File: config.mk
export PLATFORM = sky130hd
export DESIGN_NAME = demux_1a4
export DESIGN_NICKNAME = d
export VERILOG_FILES = /design/src/rtl/demux_1a4.sv
export SDC_FILE = /design/constraint.sdc
export NUM_CORES = 1
export LEC_CHECK = 0
export ABC_AREA = 1
export CAP_MARGIN = 5
export CORE_MARGIN = 2
export CORE_UTILIZATION = 48
export DETAILED_ROUTE_END_ITERATION = 12
export GPL_TIMING_DRIVEN = 0
export PLACE_DENSITY = 0.72
export RECOVER_POWER = 25
export SYNTH_ARGS = -nofsm -noshare
export SYNTH_HDL_FRONTEND = slang
export SYNTH_SLANG_ARGS = --single-unit
File: constraint.sdc
create_clock -name clk -period 3 [get_ports clk]
set_clock_uncertainty 0.05 [all_clocks]
set_input_delay 0.9 -clock clk [delete_from_list [all_inputs] [get_ports clk]]
set_output_delay 0.9 -clock clk [all_outputs]
set_load 0.01 [all_outputs]
File: src/rtl/demux_1a4.sv
// Byte demultiplexer: distributes a serial valid-qualified byte stream round-robin into four
// lanes and publishes each completed (or last-terminated) group as one parallel word.
module demux_1a4 #(
    parameter int unsigned WIDTH = 8
) (
    input  logic             clk,
    input  logic             reset,
    input  logic [WIDTH-1:0] data_in,
    input  logic             valid_in,
    input  logic             last_in,
    output logic [WIDTH-1:0] data_out0,
    output logic [WIDTH-1:0] data_out1,
    output logic [WIDTH-1:0] data_out2,
    output logic [WIDTH-1:0] data_out3,
    output logic             valid_out0,
    output logic             valid_out1,
    output logic             valid_out2,
    output logic             valid_out3,
    output logic             group_valid,
    output logic             partial
);

    typedef enum logic [0:0] {
        StIdle,
        StFill
    } state_e;

    state_e           state_q, state_d;
    logic [1:0]       ptr_q, ptr_d;
    logic [WIDTH-1:0] shadow_q [4];
    logic [WIDTH-1:0] shadow_d [4];
    logic [3:0]       fill_q, fill_d;

    logic [WIDTH-1:0] dout_q [4];
    logic [WIDTH-1:0] dout_d [4];
    logic [3:0]       vout_q, vout_d;
    logic             group_valid_q, group_valid_d;
    logic             partial_q, partial_d;

    logic [1:0]       wr_idx;
    logic             close;
    logic [WIDTH-1:0] shadow_in [4];
    logic [3:0]       fill_in;

    // In idle the pointer is known to be zero; the enum makes that explicit.
    assign wr_idx = (state_q == StIdle) ? 2'd0 : ptr_q;
    assign close  = valid_in && ((wr_idx == 2'd3) || last_in);

    // Shadow contents including the byte arriving this cycle.
    always_comb begin
        shadow_in = shadow_q;
        fill_in   = fill_q;
        if (valid_in) begin
            shadow_in[wr_idx] = data_in;
            fill_in[wr_idx]   = 1'b1;
        end
    end

    always_comb begin
        state_d       = state_q;
        ptr_d         = ptr_q;
        shadow_d      = shadow_q;
        fill_d        = fill_q;
        dout_d        = dout_q;
        vout_d        = 4'b0000;
        group_valid_d = 1'b0;
        partial_d     = 1'b0;

        unique case (state_q)
            StIdle, StFill: begin
                if (close) begin
                    dout_d        = shadow_in;
                    vout_d        = fill_in;
                    group_valid_d = 1'b1;
                    partial_d     = ~&fill_in;
                    ptr_d         = 2'd0;
                    fill_d        = 4'b0000;
                    for (int i = 0; i < 4; i++) begin
                        shadow_d[i] = '0;
                    end
                    state_d       = StIdle;
                end else if (valid_in) begin
                    shadow_d = shadow_in;
                    fill_d   = fill_in;
                    ptr_d    = wr_idx + 2'd1;
                    state_d  = StFill;
                end
            end
            default: begin
                state_d = StIdle;
                ptr_d   = 2'd0;
                fill_d  = 4'b0000;
            end
        endcase
    end

    always_ff @(posedge clk or posedge reset) begin
        if (reset) begin
            state_q       <= StIdle;
            ptr_q         <= 2'd0;
            fill_q        <= 4'b0000;
            vout_q        <= 4'b0000;
            group_valid_q <= 1'b0;
            partial_q     <= 1'b0;
            for (int i = 0; i < 4; i++) begin
                shadow_q[i] <= '0;
                dout_q[i]   <= '0;
            end
        end else begin
            state_q       <= state_d;
            ptr_q         <= ptr_d;
            fill_q        <= fill_d;
            vout_q        <= vout_d;
            group_valid_q <= group_valid_d;
            partial_q     <= partial_d;
            for (int i = 0; i < 4; i++) begin
                shadow_q[i] <= shadow_d[i];
                dout_q[i]   <= dout_d[i];
            end
        end
    end

    assign data_out0   = dout_q[0];
    assign data_out1   = dout_q[1];
    assign data_out2   = dout_q[2];
    assign data_out3   = dout_q[3];
    assign valid_out0  = vout_q[0];
    assign valid_out1  = vout_q[1];
    assign valid_out2  = vout_q[2];
    assign valid_out3  = vout_q[3];
    assign group_valid = group_valid_q;
    assign partial     = partial_q;

endmodule

# After elaboration in Yosys (flattened, before gate mapping)
# Index checks and enable logic that the tools add are counted.
[totals]
ff_bits = 77
out_inout_bits = 38
[op_classes]
n_mux = 19
order_cmp = 4
reduce_logical = 7
n_eq_ne = 1
addsub = 1
n_bitwise = 2
[op_table]
columns = ["cell", "count"]
rows = [
  ["$mux 32", 3],
  ["$bwmux 32", 1],
  ["$demux 8 s2", 1],
  ["$mux 4", 4],
  ["$mux 8", 1],
  ["$mux 2", 3],
  ["$mux 1", 5],
  ["$or 4x4->4", 1],
  ["$reduce_and 4->1", 1],
  ["$ge 3x3->1 const B", 1],
  ["$logic_and 1x1->1", 3],
  ["$lt 2x3->1 const B", 1],
  ["$lt 3x1->1 const B", 1],
  ["$not 2->3", 1],
  ["$add 2x1->2 const B", 1],
  ["$demux 1 s2", 1],
  ["$eq 2x2->1 const B", 1],
  ["$ge 2x1->1 const B", 1],
  ["$reduce_bool 2->1", 1],
  ["$logic_not 1->1", 1],
  ["$logic_or 1x1->1", 1],
]

# Logic depth before layout (Yosys ltp)
# Gate-level depths: netlist (run 1).
[depth]
ltp_word = 10
depth_mapped = 10

# Worst setup path before layout (run 1)
# No wires, ideal clock.
[synth_path]
kind = "input-to-reg"
start = "input valid_in"
end = "register shadow_q[0] (netlist bit)"
slack_ns = 1.186
t_arrival_ns = 1.645
cell_stages = 7
setup_ns = 0.119
required_ns = 2.831
path_cell_list = "buf_4 nand2_1 nand2_4 inv_2 buf_6 buf_6 and2_1"
[synth_between]
elab_chain_cells = 3
[synth_lines]
columns = ["item", "line", "rtl"]
rows = [
  ["start, declared", "9", "input logic valid_in,"],
  ["$mux 32", "53", "if (valid_in) begin"],
  ["$mux 32", "82", "end else if (valid_in) begin"],
  ["$mux 32", "71", "if (close) begin"],
  ["end signal, assigned by index", "117", "shadow_q[i] <= shadow_d[i];"],
  ["end, declared", "30", "logic [WIDTH-1:0] shadow_q [4];"],
]
# Parallel ways exist; a longest one is shown, timed or not. The select of a mux whose other input is x is not followed.
# A chain may end at the register's enable or synchronous reset.

==> results by group, run 1 <==
Outcome
  – Status: complete, no violations

Clock network
  – Clk root buf: clkbuf_8
  – H-tree lvl count: 3
  – Post-CTS Resized: 0
  – CTS clk-pin slew, worst paths: 0.07 ns
  – CTS tree: yes
  – TritonCTS buffer count: 9
  – Clk buf depth: 2
  – Clk sink count: 77
  – Hold-fix buffers, CTS: 0
  – Postcts setup bufs: 0
  – Insertion delay to the later sink of the worst-skew pair: 0.34 ns

Global routing
  – First-pass GRT wire length: 11.4 mm
  – Number of global-route vias before repair: 2368
  – Total global routing overflow: 0
  – Initial antenna violation count: 0
  – Met3 Use GR: ~3.6%
  – All-Layer GR Usage: 20.3%
  – GRT Max-Usage Layer: met2
  – GR Layer Usage met1: 28.6%
  – Largest net degree at the start of global routing: 41
  – Met2 usage: a little under a third

Power
  – Psw: 0.000660 W
  – Reg power frac: 47.4%
  – Lkg Pwr: 2.07 nW
  – Clock power frac: 34.4%
  – Power Density: 643 nW/µm²
  – Max VDD drop: 0.341 mV
  – Combinational power share: 18.2%
  – Internal: 0.00189 W
  – Sw frac: 25.9%
  – Tot Pwr: 0.00255 W

Synth
  – Synth top area cells: dfrtp_1 61%, nand2_1 17%, and2_1 6.3%, o21ai_0 5.4%, inv_1 2.4%
  – Synth Cell Area: 3170 µm²
  – Cell with the most instances after synthesis: nand2_1
  – FF+latch count, synth: a little under 80
  – Post-synth top area share: between 60% and 70%
  – Predominant post-synthesis flop cell: dfrtp_1
  – Post-Syn Instances: approximately 340
  – Synth Net Count: 359
  – Commonest cells in the netlist: 147 x nand2_1, 77 x dfrtp_1, 34 x o21ai_0
  – FFs w/ async S/R, synth: 100%
  – Post-synth EDFFs: 0
  – Synth area leader: dfrtp_1
  – Synth cell types: 17
  – Ys Warns: 0
  – Register area share after synthesis: between 60% and 70%
  – Synthesized area per cell: 9.23 µm²

STA
  – Hold slack final: 0.427 ns
  – Final period utilization: 77.7%
  – Slew margin rel.: 4.34%
  – Worst-Margin Slew: about 1.4 ns
  – Max Transition Viols Final: 0
  – Fmax: 429 MHz
  – RSZ-0062 raised after global routing: no
  – Final setup fails: 0
  – Final Hold Vio Count: 0
  – Tmin final: 2.33 ns

Layout
  – Layout Nets: 419
  – Multi-input gate area: 1030 µm²
  – Area grow syn2layout: 25.5%
  – FF/Latch Area: between 1500 and 2000 µm²
  – Ant. Diodes: 0
  – Layout cell share with drive strength beyond 1: 7.84%
  – Fillcell total: between 500 and 600

Critical path
  – Crit Path Max Fanout: 40
  – Slowest CP cell: inv_1
  – Worst Path Arrival: 2.81 ns
  – Critical path buffers and inverters: 3
  – Delay of the slowest critical-path stage: 1.03 ns
  – CP Data Required Time: 3.48 ns
  – Crit-path leading delay family: buffers and inverters
  – Crit Path Class: input pin to async pin
  – CP startpoint kind: input pin
  – Critical Path, Cell by Cell: dlygate4sd3_1, inv_1, buf_12
  – Crit end category: async pin

Floorplan
  – DIE HEIGHT: ~85 µm
  – Area of the core: 6350 µm²
  – Die Area: 7260 µm²
  – Ports: 50
  – Initial Util: roughly 50%
  – Row cnt: 29
  – Die W: 85.2 µm

Detailed routing
  – DR pass1 iterations: 4
  – Vias per inst: approximately 4.9
  – Vias: about 2400
  – First DRT Iteration DRCs: 133
  – Routed Antenna Nets: 0
  – DRC errors left: 0
  – Total Routed Length: 6.72 mm
  – Wire length per cell: 13.9 µm

Placement
  – DP HPWL: 4.59 mm
  – RD Place Congestion: 0.763
  – Port bufs: 48

Worst hold path
  – Hold Path Class: flop to flop

Run
  – Maxcap violations: 0
## worst register-to-register path, cell delays in order, from the launching register on
cell	delay, ns
dfrtp_1	0.41
nand2_1	0.15
inv_1	0.09
ha_1	0.21
nand2_1	0.27
nand2_1	0.35
inv_2	0.15
buf_1	0.32
and2_1	0.18
## flip-flops by register name, summed over array words and instances, names as in the netlist
signal       count
data_out2        8
fill_q           4
group_valid      1
ptr_q            2
data_out3        8
partial          1
data_out0        8
vout_q           4
data_out1        8
state_q          1
shadow_q        32
## worst paths after layout
kind                              start      endpoint  slack, ns  cells after the start
setup / recovery                  reset  data_out1[4]       0.67                      3
hold / removal             data_out3[6]  data_out3[6]       0.43                      2
setup reg to reg                state_q  shadow_q[27]       0.76                      8
hold reg to reg            data_out3[6]  data_out3[6]       0.43                      2
max in group clk                state_q  shadow_q[27]       0.76                      8
min in group asynchronous         reset       state_q       1.37                      2
## routing by layer
metal,wire length [µm],vias up
li1,-,1161
met3,281,17
met4,193,0
met2,3040,71
met5,0,-
met1,3210,1118
## stage by stage
step / TNS, ns / instance area (µm²) / utilization [%] / setup WS, ns / instances
5_1_grt: 0 / 3970 / 62.5 / 0.384 / 485
4_1_cts: 0 / 3990 / 62.8 / 0.778 / 485
3_5_place_dp: 0 / 3760 / 59.3 / 0.690 / 469
2_1_floorplan: 0 / 3170 / - / 0.0833 / 343
3_3_place_gp: -81.21 / 3740 / 58.9 / -1.06 / 468
6_report: 0 / 3970 / 62.5 / 0.669 / 485
## cells by family (layout without fill, tap and decap cells)
kind of cell	after synthesis	in the layout	synth area share, %
compound gates	37	37	5.85
simple gates	188	188	25.5
flops	77	77	60.9
buf+inv	37	102	6.17
fa+ha+maj	4	4	1.58
## cells in the final DEF (no fill, tap or decap)
cell               n
nand2_2            3
dlygate4sd3_1      1
buf_6              6
o21ai_0           34
clkbuf_8          11
dfrtp_1           77
inv_1             20
and2_1            32
a21oi_1            3
inv_2              1
buf_12             1
clkbuf_1           4
nand2_1          149
buf_1              1
bufinv_16          2
buf_2              5
clkinv_2           2
ha_1               4
nor2_1             4
clkdlybuf4s50_1   47
buf_4              1
## final cells by class
type | instances | share of cell area [%]
plain buffers | 16 | 2.90
clock buffers | 12 | 3.91
clock inverters | 4 | 1.76
inverters | 21 | 1.98
multi-input cells | 229 | 25.9
flip-flops and latches | 77 | 48.5
well taps | 77 | 2.43
repair buffers | 49 | 12.6
## power by group through the flow
stage               logic, W  clock network, W  registers (W)
global route        0.000516          0.000945        0.00122
global placement    0.000456                 0        0.00123
finish              0.000465          0.000877        0.00121
floorplan           0.000221                 0        0.00126
detailed placement  0.000469                 0        0.00123
CTS                 0.000474          0.000888        0.00121
(Power assumes the default switching activity.)
==> inputs of run 2 (changes only) <==
==> constraint.sdc (replaced) <==
create_clock -name clk -period 2.1 [get_ports clk]
set_clock_uncertainty 0.05 [all_clocks]
set_input_delay 0.63 -clock clk [delete_from_list [all_inputs] [get_ports clk]]
set_output_delay 0.63 -clock clk [all_outputs]
set_load 0.01 [all_outputs]
==> run 2 against run 1 <==
Compared with the run above: global-route usage shrank 0.42 points; cell count shrank 0.21%; register-to-register slack got worse by 0.44 ns; critical path depth decreased by 2; wire length is 3.2% lower; setup slack worse by 0.50 ns; count of clock-buffer cells in the layout increased by 2; total power is 33% higher; flip-flop and latch count unchanged; critical endpoint is now data_out1[7]; largest cell class unchanged.
==> results by group, run 2 (synthesis results as in run 1) <==
Run
  – Maxcap violations: 0

Clock network
  – Insertion delay to the later sink of the worst-skew pair: roughly 0.34 ns
  – Clk sink count: 77
  – Postcts setup bufs: 0
  – Post-CTS Resized: 0
  – CTS clk-pin slew, worst paths: 0.07 ns
  – H-tree lvl count: 3
  – Clk root buf: clkbuf_8
  – Hold-fix buffers, CTS: 0
  – TritonCTS buffer count: 9
  – CTS tree: yes
  – Clk buf depth: 2

Layout
  – Layout Nets: 419
  – Ant. Diodes: 0
  – Number of flip-flops in the largest register: 32
  – Layout Cells excl Fill: 484
  – Fillcell total: 535
  – Layout cell share with drive strength beyond 1: approximately 8.1%
  – Most common cell after layout, fill and taps aside: nand2_1
  – Register bank with the most flops: shadow_q
  – Commonest non-fill, non-tap cells in the layout: 147 x nand2_1, 77 x dfrtp_1, 47 x clkdlybuf4s50_1
  – Area grow syn2layout: 24.5%

Critical path
  – Critical path buffers and inverters: 1
  – Slowest CP cell: clkdlybuf4s50_1
  – Crit Path Class: flop to primary output
  – Worst Path Arrival: 1.25 ns
  – CP Data Required Time: 1.42 ns
  – Critical path depth: 1
  – Crit Path Max Fanout: 2
  – FF-to-FF path depth: 8
  – Worst reg2reg endpoint: shadow_q[24]
  – Critical R2R Launch: state_q
  – Crit-path leading delay family: buffers and inverters
  – CP endpoint: data_out1[7]
  – Delay of the slowest critical-path stage: 0.54 ns
  – CP startpoint kind: flop
  – Crit end category: primary output
  – CP startpoint: data_out1[7]
  – Flop-to-flop setup slack: 0.32 ns
  – Critical Path, Cell by Cell: clkdlybuf4s50_1

Power
  – Lkg Pwr: just over 2 nW
  – Max VDD drop: 0.500 mV
  – Power Density: 864 nW/µm²

STA
  – Final Hold Vio Count: 0
  – Setup tns final: 0 ns
  – Slew margin rel.: 46.8%
  – Tmin final: approximately 1.9 ns
  – Worst-Margin Slew: ~0.80 ns
  – Final setup fails: 0
  – RSZ-0062 raised after global routing: no
  – Fmax: 517 MHz
  – Final period utilization: approximately 92%
  – Max Transition Viols Final: 0

Detailed routing
  – First DRT Iteration DRCs: 110
  – Total Routed Length: between 6 and 7 mm
  – Routed Antenna Nets: 0
  – Wire length per cell: 13.4 µm
  – Vias: 2310
  – DR pass1 iterations: 4
  – Vias per inst: 4.77
  – DRC errors left: 0

Placement
  – DP HPWL: 4.52 mm
  – RD Place Congestion: 0.787
  – Port bufs: 48
  – Placed cells: around 470

Global routing
  – Number of global-route vias before repair: between 2000 and 2500
  – Met3 Use GR: 3.70%
  – Total global routing overflow: 0
  – Largest net degree at the start of global routing: 41
  – All-Layer GR Usage: 19.8%
  – Initial antenna violation count: 0
  – First-pass GRT wire length: 11.1 mm
  – Met2 usage: about 30%
  – GR Layer Usage met1: between 20% and 30%
  – GRT Max-Usage Layer: met2

Floorplan
  – Die W: around 85 µm
  – Die Area: 7260 µm²
  – Row cnt: 29
  – Area of the core: roughly 6300 µm²
  – DIE HEIGHT: around 85 µm
  – Initial Util: 49.9%
  – Ports: 50

Outcome
  – Status: complete, no violations

Worst hold path
  – Hold Path Class: flop to flop
## run 2: changes by cell type in the layout (fill, tap and decap cells not counted)
cell,previous run,this run
buf_2,5,4
clkinv_2,2,1
bufinv_16,2,0
inv_1,20,19
nand2_4,0,2
clkinvlp_4,0,1
nand2_1,149,147
clkbuf_1,4,5
clkbuf_8,11,12
clkbuf_2,0,1
## run 2: how the worst min path moves through the flow
stage / start / endpoint / slack (ns) / cells after the start
2_1_floorplan: ptr_q[0] / ptr_q[0] / 0.40 / 2
3_3_place_gp: data_out3[6] / data_out3[6] / 0.41 / 2
3_5_place_dp: data_out0[4] / data_out0[4] / 0.41 / 2
4_1_cts: data_out1[1] / data_out1[1] / 0.44 / 2
5_1_grt: data_out3[7] / data_out3[7] / 0.45 / 2
6_report: data_out2[4] / data_out2[4] / 0.43 / 2
## run 2: layout make-up
class | count | area, µm² | share of cell area, %
Multi-Input combinational cell | 229 | 1040 | 26.5
Buffer | 16 | 115 | 2.92
Clock buffer | 14 | 173 | 4.38
Sequential cell | 77 | 1930 | 48.9
Tap cell | 77 | 96.3 | 2.44
Clock inverter | 1 | 5.00 | 0.127
Inverter | 21 | 82.6 | 2.09
Timing Repair Buffer | 49 | 500 | 12.7
## run 2: routing by layer
layer	part of all wire, %	up-vias
li1	-	1158
met1	48	1097
met2	46	42
met3	3.1	13
met4	2.7	0
met5	0	-
## run 2: stage by stage
stage                     cell area (µm²)  power (W)  hold WS (ns)  utilization, %  setup slack, ns
after global placement               3750    0.00240         0.413            59.0           -0.314
after CTS                            3940    0.00344         0.437            62.1            0.161
final                                3940    0.00341         0.429            62.1            0.167
after global routing                 3940    0.00360         0.451            62.1            0.107
after floorplan                      3170    0.00211         0.399               -            0.552
after detailed placement             3770    0.00242         0.415            59.3            0.120
## run 2: power breakdown
group	switching, W	internal, W	total, W
Sequential	0.0000733	0.00166	0.00173
Combinational	0.000346	0.000319	0.000665
Clock	0.000491	0.000520	0.00101
==> inputs of run 3 (changes only) <==
--- a/config.mk
+++ b/config.mk
@@ -5,7 +5,7 @@
 export SDC_FILE = /design/constraint.sdc
 export NUM_CORES = 1
 export LEC_CHECK = 0
-export ABC_AREA = 1
+export ABC_AREA = 0
 export CAP_MARGIN = 5
 export CORE_MARGIN = 2
 export CORE_UTILIZATION = 48
==> run 3 against run 2 <==
Compared with the run above: core utilization rose by 0.25 points; hold slack improved by 0.0037 ns; maximum frequency is 1.2% lower; non-clock buffer count up 2; total power shrank 7.9%; synthesized cell count decreased by 22%; flip-flop and latch count did not move; count of clock-buffer cells in the layout shrank 2; critical path depth is the same; global-route usage is 1.7 points higher; combinational power decreased by 23%; sequential power decreased by 5%.
==> results by group, run 3 <==
STA
  – Worst-Margin Slew: 1.10 ns
  – Fmax: 511 MHz
  – Final Hold Vio Count: 0
  – Final setup fails: 0
  – RSZ-0062 raised after global routing: no
  – Final period utilization: 93.2%
  – Tmin final: just under 2 ns
  – Slew margin rel.: a little over a quarter
  – Setup tns final: 0 ns
  – Max Transition Viols Final: 0

Run
  – Maxcap violations: 0

Layout
  – FF/Latch Area: roughly 1900 µm²
  – Ant. Diodes: 0
  – Register bank with the most flops: shadow_q
  – Design Area, Final: around 4000 µm²
  – Commonest non-fill, non-tap cells in the layout: 77 x dfrtp_1, 47 x clkdlybuf4s50_1, 35 x nand2_1
  – Multi-input gate area: about 1200 µm²
  – Fillcell total: 545
  – Most common cell after layout, fill and taps aside: dfrtp_1
  – Number of flip-flops in the largest register: 32
  – Layout Cells excl Fill: 407
  – Fin util: 62.3%
  – Layout cell share with drive strength beyond 1: 14.2%
  – Layout Nets: 343
  – Area grow syn2layout: 24.2%

Synth
  – Synth area leader: dfrtp_1
  – Commonest cells in the netlist: 77 x dfrtp_1, 35 x nand2_1, 32 x mux2i_1
  – FF+latch count, synth: 77
  – Predominant post-synthesis flop cell: dfrtp_1
  – Ys Warns: 0
  – Synthesized area per cell: about 12 µm²
  – FFs w/ async S/R, synth: 100%
  – Cell with the most instances after synthesis: dfrtp_1
  – Synth Cell Area: 3240 µm²
  – Post-synth EDFFs: 0
  – Post-Syn Instances: ~270
  – Post-synth top area share: 59.4%
  – Register area share after synthesis: 59.4%
  – Synth Net Count: 282
  – Synth cell types: 30
  – Synth top area cells: dfrtp_1 59%, mux2i_1 9.9%, a32o_1 5.2%, nand2_1 4.1%, o21ai_1 3.5%

Clock network
  – Post-CTS Resized: 0
  – Hold-fix buffers, CTS: 0
  – CTS clk-pin slew, worst paths: 0.07 ns
  – Postcts setup bufs: 0
  – Clk sink count: 77
  – Clk buf depth: 2
  – Insertion delay to the later sink of the worst-skew pair: 0.35 ns
  – CTS tree: yes
  – Clk root buf: clkbuf_8
  – TritonCTS buffer count: 9
  – H-tree lvl count: 3

Power
  – Tot Pwr: 0.00314 W
  – Power Density: 779 nW/µm²
  – Max VDD drop: 0.393 mV
  – Lkg Pwr: just under 2 nW

Floorplan
  – Die W: about 86 µm
  – DIE HEIGHT: 86.2 µm
  – Ports: 50
  – Die Area: 7430 µm²
  – Area of the core: 6460 µm²
  – Row cnt: 29
  – Initial Util: 50.2%

Detailed routing
  – Vias: 2263
  – DR pass1 iterations: 4
  – Wire length per cell: 17.7 µm
  – DRC errors left: 0
  – First DRT Iteration DRCs: about 120
  – Vias per inst: 5.56
  – Total Routed Length: 7.20 mm
  – Routed Antenna Nets: 0

Placement
  – Placed cells: 393
  – Port bufs: 48
  – Area after DPL: 3860 µm²
  – DP HPWL: 5.05 mm
  – RD Place Congestion: 0.805

Global routing
  – Total global routing overflow: 0
  – Largest net degree at the start of global routing: 32
  – Number of global-route vias before repair: 2316
  – First-pass GRT wire length: 12.0 mm
  – All-Layer GR Usage: 21.6%
  – Initial antenna violation count: 0

Critical path
  – Critical path depth: 1
  – Flop-to-flop setup slack: 0.16 ns
  – Worst Path Arrival: approximately 1.3 ns
  – Crit end category: primary output
  – Crit-path leading delay family: buffers and inverters
  – CP Data Required Time: about 1.4 ns
  – Crit Path Max Fanout: 2
  – CP startpoint kind: flop
  – Crit Path Class: flop to primary output
  – Critical path buffers and inverters: 1
  – Delay of the slowest critical-path stage: around 0.55 ns
  – FF-to-FF path depth: 6
  – Slowest CP cell: clkdlybuf4s50_1
  – Critical Path, Cell by Cell: clkdlybuf4s50_1

Outcome
  – Status: complete, no violations

Worst hold path
  – WHS Path Cells: 2
  – Hold Path Class: flop to flop
run 3: cell count changes after synthesis, sizes merged, moves of 3 or more:
cell | before | now
a32o | 0 | 22
and2 | 32 | 13
inv | 21 | 5
mux2i | 0 | 32
nand2 | 152 | 37
nor2 | 4 | 12
o21ai | 34 | 37
run 3: cell type report:
cell class                      count  share of cell area [%]
Buffer                             17                    3.20
Inverter                            5                   0.497
Clock inverter                      2                   0.249
Clock buffer                       12                    3.85
Sequential cell                    77                    47.9
Tap cell                           77                    2.39
Timing Repair Buffer               50                    12.9
Multi-Input combinational cell    167                    29.0
run 3: final timing paths:
kind	start	end
max in group asynchronous	reset	shadow_q[21]
min in group asynchronous	reset	vout_q[2]
worst min-delay path	data_out3[2]	data_out3[2]
worst max-delay path	data_out1[7]	data_out1[7]
worst max register to register	state_q	data_out1[3]
worst min register to register	data_out3[2]	data_out3[2]
run 3: cells by family after synthesis:
logic type / after synthesis / synth area share [%]
fa+ha+maj: 4 / 1.54
compound gates: 64 / 15.0
buf+inv: 22 / 4.55
simple gates: 65 / 8.91
mux: 34 / 10.6
flops: 77 / 59.4
run 3: stage by stage:
step	setup WS (ns)	hold WS [ns]
2_1_floorplan	0.467	0.403
3_3_place_gp	-0.328	0.412
3_5_place_dp	-0.00193	0.421
4_1_cts	0.130	0.438
5_1_grt	0.0106	0.446
6_report	0.143	0.432
run 3: per-layer routing:
| metal | part of all wire [%] | GRT usage (%) | up-vias |
|---|---|---|---|
| met5 | 0 | 0 | - |
| met4 | 1.8 | 9.80 | 0 |
| met3 | 4.8 | 4.86 | 12 |
| met2 | 45 | 30.8 | 58 |
| met1 | 49 | 31.7 | 1128 |
| li1 | - | - | 1065 |
run 3: report_power, final:
group	switching, W	internal, W	total (W)
clock	0.000500	0.000477	0.000977
sequential	0.0000551	0.00159	0.00164
combinational	0.000265	0.000250	0.000515
total	0.000820	0.00232	0.00314
